[config.mk]
export PLATFORM = sky130hd
export DESIGN_NAME = program_loader_flat
export DESIGN_NICKNAME = d
export VERILOG_FILES = /design/src/rtl/program_loader_if.sv /design/src/rtl/program_loader.sv /design/src/flat_wrapper.sv
export SDC_FILE = /design/constraint.sdc
export NUM_CORES = 1
export LEC_CHECK = 0
export CAP_MARGIN = 5
export CORE_UTILIZATION = 46
export DETAILED_ROUTE_END_ITERATION = 7
export PLACE_DENSITY_LB_ADDON = 0.05
export SETUP_SLACK_MARGIN = 0.2
export SLEW_MARGIN = 10
export SYNTH_ARGS = -nofsm -noshare
export SYNTH_HDL_FRONTEND = slang
export SYNTH_SLANG_ARGS = --single-unit
[constraint.sdc]
create_clock -name clk -period 2.5 [get_ports clk]
set_clock_uncertainty 0.15 [all_clocks]
set_input_delay 0.5 -clock clk [delete_from_list [all_inputs] [get_ports clk]]
set_output_delay 0.5 -clock clk [all_outputs]
set_load 0.03 [all_outputs]
[src/rtl/program_loader_if.sv]
`default_nettype none
// ============================================================================
// Module   : program_loader_if
// Brief    : Byte-stream handshake, program-memory write port and load status
//            bundle shared by the boot loader and its host/memory side.
// Revision : 1.0 - initial release
// ============================================================================
interface program_loader_if;
    logic [7:0]  rx_data;
    logic        rx_valid;
    logic        rx_ready;
    logic        restart;
    logic [31:0] byte_address;
    logic        write_enable;
    logic [31:0] write_data;
    logic        cpu_hold;
    logic        load_done;
    logic        load_error;
    logic [15:0] words_loaded;

    modport master (
        input  rx_data, rx_valid, restart,
        output rx_ready, byte_address, write_enable, write_data,
               cpu_hold, load_done, load_error, words_loaded
    );

    modport slave (
        output rx_data, rx_valid, restart,
        input  rx_ready, byte_address, write_enable, write_data,
               cpu_hold, load_done, load_error, words_loaded
    );
endinterface
`default_nettype wire

[src/rtl/program_loader.sv]
`default_nettype none
// ============================================================================
// Module   : program_loader
// Brief    : Boot-time instruction RAM writer. Frame = LEN_LO, LEN_HI, 4*N
//            little-endian data bytes; optional trailing XOR check byte when
//            LOADER_CHECKSUM_EN is defined. Holds the core until loaded.
// Revision : 1.0 - initial release
// ============================================================================
module program_loader #(
    parameter int MEM_WORDS = 256
) (
    input  logic             clk,
    input  logic             reset,
    program_loader_if.master bus
);
    typedef enum logic [2:0] {
        S_LEN0  = 3'd0,
        S_LEN1  = 3'd1,
        S_LOAD  = 3'd2,
        S_CHK   = 3'd3,
        S_DONE  = 3'd4,
        S_ERROR = 3'd5
    } state_t;

    localparam logic [16:0] c_max_words = 17'(MEM_WORDS);
`ifdef LOADER_CHECKSUM_EN
    localparam state_t c_after_load = S_CHK;
`else
    localparam state_t c_after_load = S_DONE;
`endif

    state_t      state_q, state_d;
    logic [15:0] len_q, len_d;
    logic [23:0] part_q, part_d;
    logic [1:0]  byte_cnt_q, byte_cnt_d;
    logic [15:0] words_loaded_q, words_loaded_d;
    logic [31:0] byte_address_q, byte_address_d;
    logic [31:0] write_data_q, write_data_d;
    logic        write_enable_q, write_enable_d;
    logic        rx_ready_q, rx_ready_d;
    logic        cpu_hold_q, cpu_hold_d;
    logic        load_done_q, load_done_d;
    logic        load_error_q, load_error_d;
`ifdef LOADER_CHECKSUM_EN
    logic [7:0]  chk_q, chk_d;
`endif

    logic        w_xfer;
    logic [15:0] w_len_full;

    assign w_xfer     = bus.rx_valid & rx_ready_q;
    assign w_len_full = {bus.rx_data, len_q[7:0]};

    always_comb begin
        state_d        = state_q;
        len_d          = len_q;
        part_d         = part_q;
        byte_cnt_d     = byte_cnt_q;
        words_loaded_d = words_loaded_q;
        byte_address_d = byte_address_q;
        write_data_d   = write_data_q;
        write_enable_d = 1'b0;
`ifdef LOADER_CHECKSUM_EN
        chk_d          = chk_q;
`endif
        case (state_q)
            S_LEN0: begin
                if (w_xfer) begin
                    len_d[7:0] = bus.rx_data;
                    state_d    = S_LEN1;
                end
            end
            S_LEN1: begin
                if (w_xfer) begin
                    len_d[15:8] = bus.rx_data;
                    if (w_len_full == 16'd0)
                        state_d = c_after_load;
                    else if ({1'b0, w_len_full} > c_max_words)
                        state_d = S_ERROR;
                    else
                        state_d = S_LOAD;
                end
            end
            S_LOAD: begin
                if (w_xfer) begin
                    part_d     = {bus.rx_data, part_q[23:8]};
                    byte_cnt_d = byte_cnt_q + 2'd1;
`ifdef LOADER_CHECKSUM_EN
                    chk_d      = chk_q ^ bus.rx_data;
`endif
                    // Fourth byte completes a word: strobe it out next cycle
                    // at the pre-increment index.
                    if (byte_cnt_q == 2'd3) begin
                        write_enable_d = 1'b1;
                        byte_address_d = {14'd0, words_loaded_q, 2'b00};
                        write_data_d   = {bus.rx_data, part_q};
                        words_loaded_d = words_loaded_q + 16'd1;
                        if (words_loaded_q == len_q - 16'd1)
                            state_d = c_after_load;
                    end
                end
            end
`ifdef LOADER_CHECKSUM_EN
            S_CHK: begin
                if (w_xfer)
                    state_d = (bus.rx_data == chk_q) ? S_DONE : S_ERROR;
            end
`endif
            S_DONE, S_ERROR: begin
                if (bus.restart) begin
                    state_d        = S_LEN0;
                    len_d          = 16'd0;
                    part_d         = 24'd0;
                    byte_cnt_d     = 2'd0;
                    words_loaded_d = 16'd0;
`ifdef LOADER_CHECKSUM_EN
                    chk_d          = 8'd0;
`endif
                end
            end
            default: state_d = S_ERROR;
        endcase

        // Status outputs decode the next state so they register alongside it.
        rx_ready_d   = (state_d != S_DONE) && (state_d != S_ERROR);
        cpu_hold_d   = (state_d != S_DONE);
        load_done_d  = (state_d == S_DONE);
        load_error_d = (state_d == S_ERROR);
    end

    always_ff @(posedge clk) begin
        if (reset) begin
            state_q        <= S_LEN0;
            len_q          <= 16'd0;
            part_q         <= 24'd0;
            byte_cnt_q     <= 2'd0;
            words_loaded_q <= 16'd0;
            byte_address_q <= 32'd0;
            write_data_q   <= 32'd0;
            write_enable_q <= 1'b0;
            rx_ready_q     <= 1'b1;
            cpu_hold_q     <= 1'b1;
            load_done_q    <= 1'b0;
            load_error_q   <= 1'b0;
`ifdef LOADER_CHECKSUM_EN
            chk_q          <= 8'd0;
`endif
        end else begin
            state_q        <= state_d;
            len_q          <= len_d;
            part_q         <= part_d;
            byte_cnt_q     <= byte_cnt_d;
            words_loaded_q <= words_loaded_d;
            byte_address_q <= byte_address_d;
            write_data_q   <= write_data_d;
            write_enable_q <= write_enable_d;
            rx_ready_q     <= rx_ready_d;
            cpu_hold_q     <= cpu_hold_d;
            load_done_q    <= load_done_d;
            load_error_q   <= load_error_d;
`ifdef LOADER_CHECKSUM_EN
            chk_q          <= chk_d;
`endif
        end
    end

    assign bus.rx_ready     = rx_ready_q;
    assign bus.byte_address = byte_address_q;
    assign bus.write_enable = write_enable_q;
    assign bus.write_data   = write_data_q;
    assign bus.cpu_hold     = cpu_hold_q;
    assign bus.load_done    = load_done_q;
    assign bus.load_error   = load_error_q;
    assign bus.words_loaded = words_loaded_q;
endmodule
`default_nettype wire

[src/flat_wrapper.sv]
// flat-port wrapper written by rule: the top's interface ports become plain ports
module program_loader_flat 
#(
    parameter int MEM_WORDS = 256
)
  (clk, reset, bus_rx_data, bus_rx_valid, bus_restart, bus_rx_ready, bus_byte_address, bus_write_enable, bus_write_data, bus_cpu_hold, bus_load_done, bus_load_error, bus_words_loaded);
  program_loader_if bus_i ();
  input  logic clk;
  input  logic reset;
  input wire logic [$bits(bus_i.rx_data)-1:0] bus_rx_data;
  input wire logic [$bits(bus_i.rx_valid)-1:0] bus_rx_valid;
  input wire logic [$bits(bus_i.restart)-1:0] bus_restart;
  output wire logic [$bits(bus_i.rx_ready)-1:0] bus_rx_ready;
  output wire logic [$bits(bus_i.byte_address)-1:0] bus_byte_address;
  output wire logic [$bits(bus_i.write_enable)-1:0] bus_write_enable;
  output wire logic [$bits(bus_i.write_data)-1:0] bus_write_data;
  output wire logic [$bits(bus_i.cpu_hold)-1:0] bus_cpu_hold;
  output wire logic [$bits(bus_i.load_done)-1:0] bus_load_done;
  output wire logic [$bits(bus_i.load_error)-1:0] bus_load_error;
  output wire logic [$bits(bus_i.words_loaded)-1:0] bus_words_loaded;
  assign bus_i.rx_data = bus_rx_data;
  assign bus_i.rx_valid = bus_rx_valid;
  assign bus_i.restart = bus_restart;
  assign bus_rx_ready = bus_i.rx_ready;
  assign bus_byte_address = bus_i.byte_address;
  assign bus_write_enable = bus_i.write_enable;
  assign bus_write_data = bus_i.write_data;
  assign bus_cpu_hold = bus_i.cpu_hold;
  assign bus_load_done = bus_i.load_done;
  assign bus_load_error = bus_i.load_error;
  assign bus_words_loaded = bus_i.words_loaded;
  program_loader #(.MEM_WORDS(MEM_WORDS)) u_core (.clk(clk), .reset(reset), .bus(bus_i));
endmodule
[Yosys cells after proc, flatten, opt, wreduce, memory -nomap -nowiden]
Index checks and enable logic that the tools add are counted.
Storage, ports and cells
  register bits after elaboration: 114
  output and inout bits: 85
Operators by class
  add/subtract/negate cells: 3
  bitwise operators: 3
  magnitude comparators: 1
  reductions and logical operators: 13
  equality and inequality tests: 15
  multiplexer cells: 23
Operators by type and width (count)
  $mux W16: 3
  $mux W24: 2
  $pmux W24 S2: 1
  $pmux W16 S2: 1
  $pmux W8 S2: 2
  $mux W3: 8
  $add A16 B1 Y16 const B: 1
  $eq A16 B16 Y1: 1
  $gt A16 B9 Y1 const B: 1
  $logic_not A16 Y1: 1
  $sub A16 B1 Y16 const B: 1
  $eq A3 B3 Y1 const B: 4
  $pmux W3 S4: 1
  $reduce_and A3 Y1: 4
  $mux W8: 1
  $ne A2 B1 Y1 const B: 4
  $ne A3 B3 Y1 const B: 2
  $reduce_bool A2 Y1: 3
  $mux W2: 2
  $pmux W2 S2: 1
  $reduce_and A4 Y1: 1
  $eq A3 B1 Y1 const B: 1
  $eq A3 B2 Y1 const B: 1
  $logic_not A3 Y1: 1
  9 further kinds: 10

[Longest topological paths before layout]
Gate-level depths: netlist of run 1.
  depth in word-level cells: 8
  gate-level depth with buffers: 9
  gate-level depth less buffers: 9

[Worst setup path before layout of run 1]
No wires, ideal clock.
  path kind: reg2reg
  start: register u_core.words_loaded_q[3] (netlist: u_core.bus.words_loaded[3])
  end: register u_core.load_done_q (netlist: u_core.bus.load_done)
  buffers on the path: 0
  arrival time: 2.245 ns
  cell stages (with the launch flop): 8
  clock period less this slack: 2.455 ns
  path slack: 0.045 ns
  cells stage by stage: dfxtp_1 > xor2_1 > or3_1 > a2111o_1 > a2111oi_2 > o2111ai_1 > o22ai_2 > and3b_1
On the way
  word-level cells in the longest chain between the ends: 6
Ends and longest elaborated chain
  start, declared: line program_loader.sv:36  | logic [15:0] words_loaded_q, words_loaded_d;
  start signal, assigned: line program_loader.sv:153  | words_loaded_q <= words_loaded_d;
  $eq A16 B16 Y1: line program_loader.sv:98  | if (words_loaded_q == len_q - 16'd1)
  $mux W3: line program_loader.sv:98
  $mux W3: line program_loader.sv:93  | if (byte_cnt_q == 2'd3) begin
  $mux W3: line program_loader.sv:85  | if (w_xfer) begin
  $pmux W3 S4: line program_loader.sv:66  | case (state_q)
  $eq A3 B3 Y1: line program_loader.sv:127  | load_done_d = (state_d == S_DONE);
  end signal, assigned: line program_loader.sv:159  | load_done_q <= load_done_d;
  end, declared: line program_loader.sv:42  | logic load_done_q, load_done_d;
No other way between the ends.
A chain may end at the register's enable or synchronous reset.

[Final worst setup path of run 1]
  start: register u_core.len_q[0]
  end: register u_core.load_done_q (netlist: u_core.bus.load_done)
On the way
  word-level cells in the longest chain between the ends: 7
Ends and longest elaborated chain
  start, declared: line program_loader.sv:33  | logic [15:0] len_q, len_d;
  start signal, assigned: line program_loader.sv:150  | len_q <= len_d;
  $sub A16 B1 Y16: line program_loader.sv:98
  $eq A16 B16 Y1: line program_loader.sv:98
  $mux W3: line program_loader.sv:98
  $mux W3: line program_loader.sv:93
  $mux W3: line program_loader.sv:85
  $pmux W3 S4 *: line program_loader.sv:66
  $eq A3 B3 Y1 *: line program_loader.sv:127
Mark *: on every way between the ends. The rest lies on a longest branch, timed or not.

==> flow_metrics.tcl, run 1 <==
set metrics [dict create \
    ys_seq_elements 114 \
    avgRoutedWirePerCell_um 15.28 \
    crit_path_max_incr_delay_ns 0.40 \
    drcViolationCount 0 \
    path_cells "inv_2, ha_4, xnor2_2, or3_1, a2111o_1, a2111oi_4, o2111ai_2, o22ai_4, and3b_1" \
    r2r_slack_ns 0.02 \
    via_per_inst 5.287 \
    grtUsageTotal_pct 24.93 \
    yosysMostFrequentCell "nand2_1" \
    maxSlewViolCount 0 \
    synth_cell_types 51 \
    crit_fanout 5 \
    grt_pass1_vias 4361 \
    hold_class "in -> reg" \
    clock-sinks 114 \
    dp_hpwl_um 8970 \
    design.core.area_um2 10320 \
    antenna_found_initial 0 \
    rr_endpoint "u_core.bus.load_done" \
    vdd_drop_max_uv 604.0 \
    place_area_um2 6030 \
    grt_first_pass_wirelength_um 21410 \
    h-tree-depth 4 \
    drive_above_1_share_pct 15.00 \
    num_rows 37 \
    startpoint "u_core.len_q[0]" \
    avgSynthCellArea_um2 7.865 \
    clk_latency_ns 0.52 \
    finalCoreUtilization_pct 64.79 \
    worstSetupPathType "reg -> reg" \
    p_total_w 0.004630 \
    stdcell_area_um2 6689 \
    grt_start_max_net_pins 49 \
    period_minus_slack_ns 2.477 \
    yosysWarningCount 0 \
    synth_edf_count 0 \
    synth_common_cells "nand2_1 (153), dfxtp_1 (114), a21oi_1 (100)" \
    die-width_um 105.1 \
    cts_hold_buf 0 \
    drtIter0Drc 195 \
    fin_hold_ws_ns 0.2158 \
    status "finished, final reports clean" \
    synth_top_area_share_pct 46.65 \
    cts-root-buf "clkbuf_8" \
    yosysSeqAreaShare_pct 46.65 \
    grt.overflow.total 0 \
    synth_area_um2 4892 \
    finalNonFillerCells 876 \
    fmax_ghz 0.4037 \
    reg2reg_from "u_core.len_q[0]" \
    synth_top_flop_cell "dfxtp_1" \
    synth_area_leaders "dfxtp_1 (47%), nand2_1 (12%), a21oi_1 (10%), nand3_1 (4.8%), xnor2_1 (3.0%)" \
    dr_total_vias 4631 \
    antenna_left 0 \
    power_density_nw_per_um2 692.2 \
    setup_viol 0 \
    numPortBuffers 80 \
    clk_pin_slew_worst_paths_ns 0.06 \
    dp_cells 843 \
    hold_viol_final 0 \
    die_h_um 105.1 \
    critPathCaptureType "flop" \
    firstDrtPassIters 4 \
    cts_buffers 17 \
    finalWirelength_um 13380 \
    synth_largest_area_cell "dfxtp_1" \
    crit_arrival_ns 2.79 \
    drv_cap 0 \
    area_growth_pct 36.73 \
    async_flop_share_pct 0 \
    gp_congestion 0.8870 \
    cp_data_required_time_ns 2.81 \
    min_period_over_period_pct 99.09 \
    cp_slowest_cell "a2111o_1" \
    start_util_pct 47.39 \
    rr_worst_depth 9 \
    cp-endpoint "u_core.bus.load_done" \
    ioPinCount 97 \
    synth_cells 622 \
    cellLeakagePower_nw 2.441 \
    cts_tree "yes" \
    diodes 0 \
    dieArea_um2 11050 \
    rsz0062_at_grt "yes" \
    cts_buffer_depth 2 \
    start_kind "flop" \
    final_nets 745 \
]
[how the worst min path moves through the flow]
stage | end | depth (start not counted) | start
after floorplan | u_core.part_q[0] | 2 | u_core.part_q[0]
after global placement | u_core.part_q[2] | 2 | u_core.part_q[2]
after detailed placement | u_core.bus.byte_address[14] | 2 | u_core.bus.byte_address[14]
after CTS | u_core.state_q[2] | 2 | reset
after global routing | u_core.part_q[19] | 2 | reset
final | u_core.state_q[2] | 2 | reset
[worst max-delay path: cells and delay by family, from the launching register on]
family / cells / cell delay, ns
xor+xnor: 1 / 0.13
buf+inv: 1 / 0.06
flops: 1 / 0.35
fa+ha+maj: 1 / 0.17
simple gates: 2 / 0.49
compound gates: 4 / 1.07
[power breakdown]
| group | switching, W | total (W) | internal (W) |
|---|---|---|---|
| registers | 0.0000368 | 0.00188 | 0.00185 |
| logic | 0.000314 | 0.000541 | 0.000227 |
| clock network | 0.000832 | 0.00221 | 0.00137 |
| total | 0.00118 | 0.00463 | 0.00345 |
[what timing repair did]
action | in CTS | in global routing
cloned | 0 | 0
endpoints found under the hold margin | 0 | 0
setup endpoints to repair | 22 | 8
gates resized for setup | 19 | 15
buffers inserted | 2 | 2
pin swaps | 2 | 3
[registers in the layout, indices dropped and copies added (netlist names)]
| name | count |
|---|---|
| u_core.bus.byte_address | 16 |
| u_core.state_q | 3 |
| u_core.part_q | 24 |
| u_core.bus.rx_ready | 1 |
| u_core.bus.load_done | 1 |
| u_core.bus.write_data | 32 |
| u_core.bus.cpu_hold | 1 |
| u_core.bus.words_loaded | 16 |
| u_core.bus.load_error | 1 |
| u_core.byte_cnt_q | 2 |
| u_core.bus.write_enable | 1 |
| u_core.len_q | 16 |
[per-layer routing]
layer | vias to the layer above | part of all wire [%] | GRT usage, %
met5 | - | 0 | 0
met2 | 117 | 49 | 42.57
li1 | 2285 | - | -
met1 | 2205 | 45 | 30.78
met4 | 0 | 1.7 | 10.26
met3 | 24 | 3.7 | 4.679
[placed cells by master, fill, tap and decap left out, types with 7 or more instances in the layout]
| master | instances |
|---|---|
| nand2_1 | 152 |
| xor2_1 | 12 |
| inv_1 | 9 |
| nor2_1 | 27 |
| buf_4 | 51 |
| clkdlybuf4s50_1 | 62 |
| o21ai_0 | 9 |
| xnor2_1 | 15 |
| nand3_1 | 47 |
| dfxtp_1 | 109 |
| conb_1 | 16 |
| clkbuf_16 | 16 |
| a21oi_1 | 99 |
| dlygate4sd2_1 | 16 |
| nand4_1 | 7 |
[logic make-up after synthesis]
kind of cell / Yosys count / synth area share (%)
AO/OA/AOI/OAI: 125 / 13.86
XOR/XNOR: 30 / 5.371
adder cells (fa/ha/maj): 3 / 0.7673
buffers and inverters: 68 / 6.522
flip-flops: 114 / 46.65
multiplexers: 4 / 0.8440
other: 1 / 0.07665
AND/OR/NAND/NOR: 277 / 25.91
[through the flow]
| step | TNS, ns | worst slack [ns] |
|---|---|---|
| 2_1_floorplan | 0 | 0.1929 |
| 3_3_place_gp | -0.5774 | -0.1556 |
| 3_5_place_dp | -0.7987 | -0.1758 |
| 4_1_cts | 0 | 0.04181 |
| 5_1_grt | -0.3136 | -0.08394 |
| 6_report | 0 | 0.02268 |
[cell type report]
type                    instances  area [um2]
clock buffers                  20       455.4
clock inverters                 9       85.08
fillers                       899        3635
inverters                      10       37.54
multi-input cells             455        2471
flip-flops and latches        114        2288
well taps                     136       170.2
repair buffers                132        1181
No activity file was read; power rests on OpenSTA's default activity.
==> inputs of run 2 (changes only) <==
--- a/config.mk
+++ b/config.mk
@@ -5,8 +5,10 @@
 export SDC_FILE = /design/constraint.sdc
 export NUM_CORES = 1
 export LEC_CHECK = 0
+export ABC_AREA = 1
 export CAP_MARGIN = 5
-export CORE_UTILIZATION = 46
+export CORE_MARGIN = 2
+export CORE_UTILIZATION = 47
 export DETAILED_ROUTE_END_ITERATION = 7
 export PLACE_DENSITY_LB_ADDON = 0.05
 export SETUP_SLACK_MARGIN = 0.2
==> run 2 against run 1 <==
Against the previous run: combinational power grew 5.0%; sequential share of layout area grew 0.76 points; worst hold slack gained 0.11 ns; synthesized cell count grew 8.4%; sequential power grew 2%; die area grew 4.1%; via count shrank 1.6%; global-route usage shrank 0.36 points; highest routed layer unchanged.
==> flow_metrics.tcl, run 2 <==
set metrics [dict create \
    antenna_found_initial 0 \
    final_nets 782 \
    setup_viol 0 \
    avgRoutedWirePerCell_um 14.96 \
    clk_latency_ns 0.51 \
    synth_top_flop_cell "dfxtp_1" \
    largest_reg_flops 32 \
    synth_top_area_share_pct 45.54 \
    start_kind "flop" \
    h-tree-depth 4 \
    dieArea_um2 11500 \
    synth_edf_count 0 \
    dp_hpwl_um 10030 \
    rsz0062_at_grt "yes" \
    async_flop_share_pct 0 \
    clk_pin_slew_worst_paths_ns 0.06 \
    path_cells "clkdlybuf4s50_1" \
    ys_seq_elements 114 \
    grt.overflow.total 0 \
    drtIter0Drc 252 \
    via_per_inst 4.981 \
    crit_arrival_ns 1.60 \
    yosysSeqAreaShare_pct 45.54 \
    synth_area_um2 5011 \
    cp_data_required_time_ns 1.85 \
    synth_cells 674 \
    dpl_worst_slack_ns 0.05567 \
    cts-root-buf "clkbuf_8" \
    die-width_um 107.3 \
    drcViolationCount 0 \
    maxSlewViolCount 0 \
    hold_viol_final 0 \
    synth_cell_types 35 \
    min_period_over_period_pct 90.20 \
    status "finished, final reports clean" \
    synth_area_leaders "dfxtp_1 (46%), nor2_1 (9.8%), o21ai_0 (7.3%), nand2_1 (6.0%), a21oi_1 (5.8%)" \
    cp_slowest_cell "clkdlybuf4s50_1" \
    synth_largest_area_cell "dfxtp_1" \
    yosysMostFrequentCell "nor2_1" \
    power_density_nw_per_um2 722.2 \
    gp_congestion 0.8766 \
    grt_pass1_vias 4387 \
    cts_buffer_depth 2 \
    numPortBuffers 80 \
    cellLeakagePower_nw 2.958 \
    final_common_cell "nor2_1" \
    vdd_drop_max_uv 473.4 \
    die_h_um 107.3 \
    critical_path.top_delay_family "buffers and inverters" \
    start_util_pct 48.54 \
    drv_cap 0 \
    yosysWarningCount 0 \
    cts_buffers 17 \
    avgSynthCellArea_um2 7.435 \
    crit_fanout 4 \
    hold_class "reg -> reg" \
    final_cell_mix "nor2_1 (129), dfxtp_1 (114), nand2_1 (80)" \
    finalWirelength_um 13690 \
    area_growth_pct 30.21 \
    crit_path_max_incr_delay_ns 0.70 \
    dr_total_vias 4558 \
    cts_tree "yes" \
    finalCoreUtilization_pct 63.20 \
    num_rows 37 \
    drive_above_1_share_pct 11.55 \
    finalWorstSetupSlack_ns 0.2451 \
    diodes 0 \
    synth_common_cells "nor2_1 (131), dfxtp_1 (114), nand2_1 (80)" \
    critPathBufInv 1 \
    design.core.area_um2 10320 \
    critPathCaptureType "output port" \
    grtUsageTotal_pct 24.58 \
    grt_start_max_net_pins 49 \
    clock-sinks 114 \
    finalSetupTns_ns 0 \
    ioPinCount 97 \
    worstSetupPathType "reg -> out" \
    firstDrtPassIters 5 \
    antenna_left 0 \
    grt_first_pass_wirelength_um 21820 \
    fmax_ghz 0.4435 \
    period_minus_slack_ns 2.255 \
]
[run 2: changes by cell type after synthesis, sizes merged, moves of 13 or more]
cell    before  now
a21oi      100   60
a22oi        0   17
clkbuf      31   16
inv         10   64
nand2      153   87
nand3       47   25
nor2        28  141
o21ai       10   80
xnor2       17    4
[run 2: timing repair]
| item | CTS | global route |
|---|---|---|
| pin swaps | 0 | 1 |
| hold buffers | 0 | 0 |
| setup buffers | 0 | 1 |
| setup endpoints to repair | 11 | 7 |
| resized for setup | 11 | 5 |
[run 2: cell type report]
type / count / area (um2)
inverter: 67 / 251.5
multi-input combinational: 467 / 2331
clock buffer: 17 / 414.1
fill: 936 / 3799
sequential: 114 / 2282
timing repair buffer: 100 / 942.2
clock inverter: 14 / 133.9
tap: 136 / 170.2
[run 2: cell families after synthesis]
kind of cell | Yosys count | share of synthesized area (%)
adders and majority gates | 3 | 0.7491
DFF | 114 | 45.54
xor gates and xnor gates | 17 | 2.971
buffers and inverters | 108 | 9.513
other | 1 | 0.07483
AOI/OAI and AO/OA | 160 | 17.35
and+or+nand+nor | 271 | 23.80
[run 2: metal layers]
metal	share of wire, %	up-vias	GRT usage [%]
met5	0	-	0
met4	1.5	0	9.555
met3	3.4	13	4.964
met2	51	101	42.45
met1	44	2102	29.98
li1	-	2342	-
[run 2: metrics by stage]
step,std cells,instance area (um2),total power [W],hold WS (ns)
floorplan,689,5067,0.002382,0.2841
global placement,883,5963,0.002501,0.3178
detailed placement,883,5963,0.002507,0.3221
CTS,914,6497,0.004729,0.3266
global route,915,6525,0.004919,0.3592
finish,915,6525,0.004712,0.3284
[run 2: final timing paths]
check | start | endpoint | slack (ns) | depth (start not counted)
min reg2reg | u_core.part_q[23] | u_core.bus.write_data[23] | 0.33 | 2
max | u_core.bus.words_loaded[4] | bus_words_loaded[4] | 0.25 | 1
max reg2reg | u_core.bus.words_loaded[8] | u_core.bus.words_loaded[15] | 0.45 | 7
min | u_core.part_q[23] | u_core.bus.write_data[23] | 0.33 | 2
[run 2: power breakdown]
part | internal, W | switching (W)
combinational | 0.000196 | 0.000373
sequential | 0.00186 | 0.0000567
clock | 0.00132 | 0.000902
total | 0.00338 | 0.00133
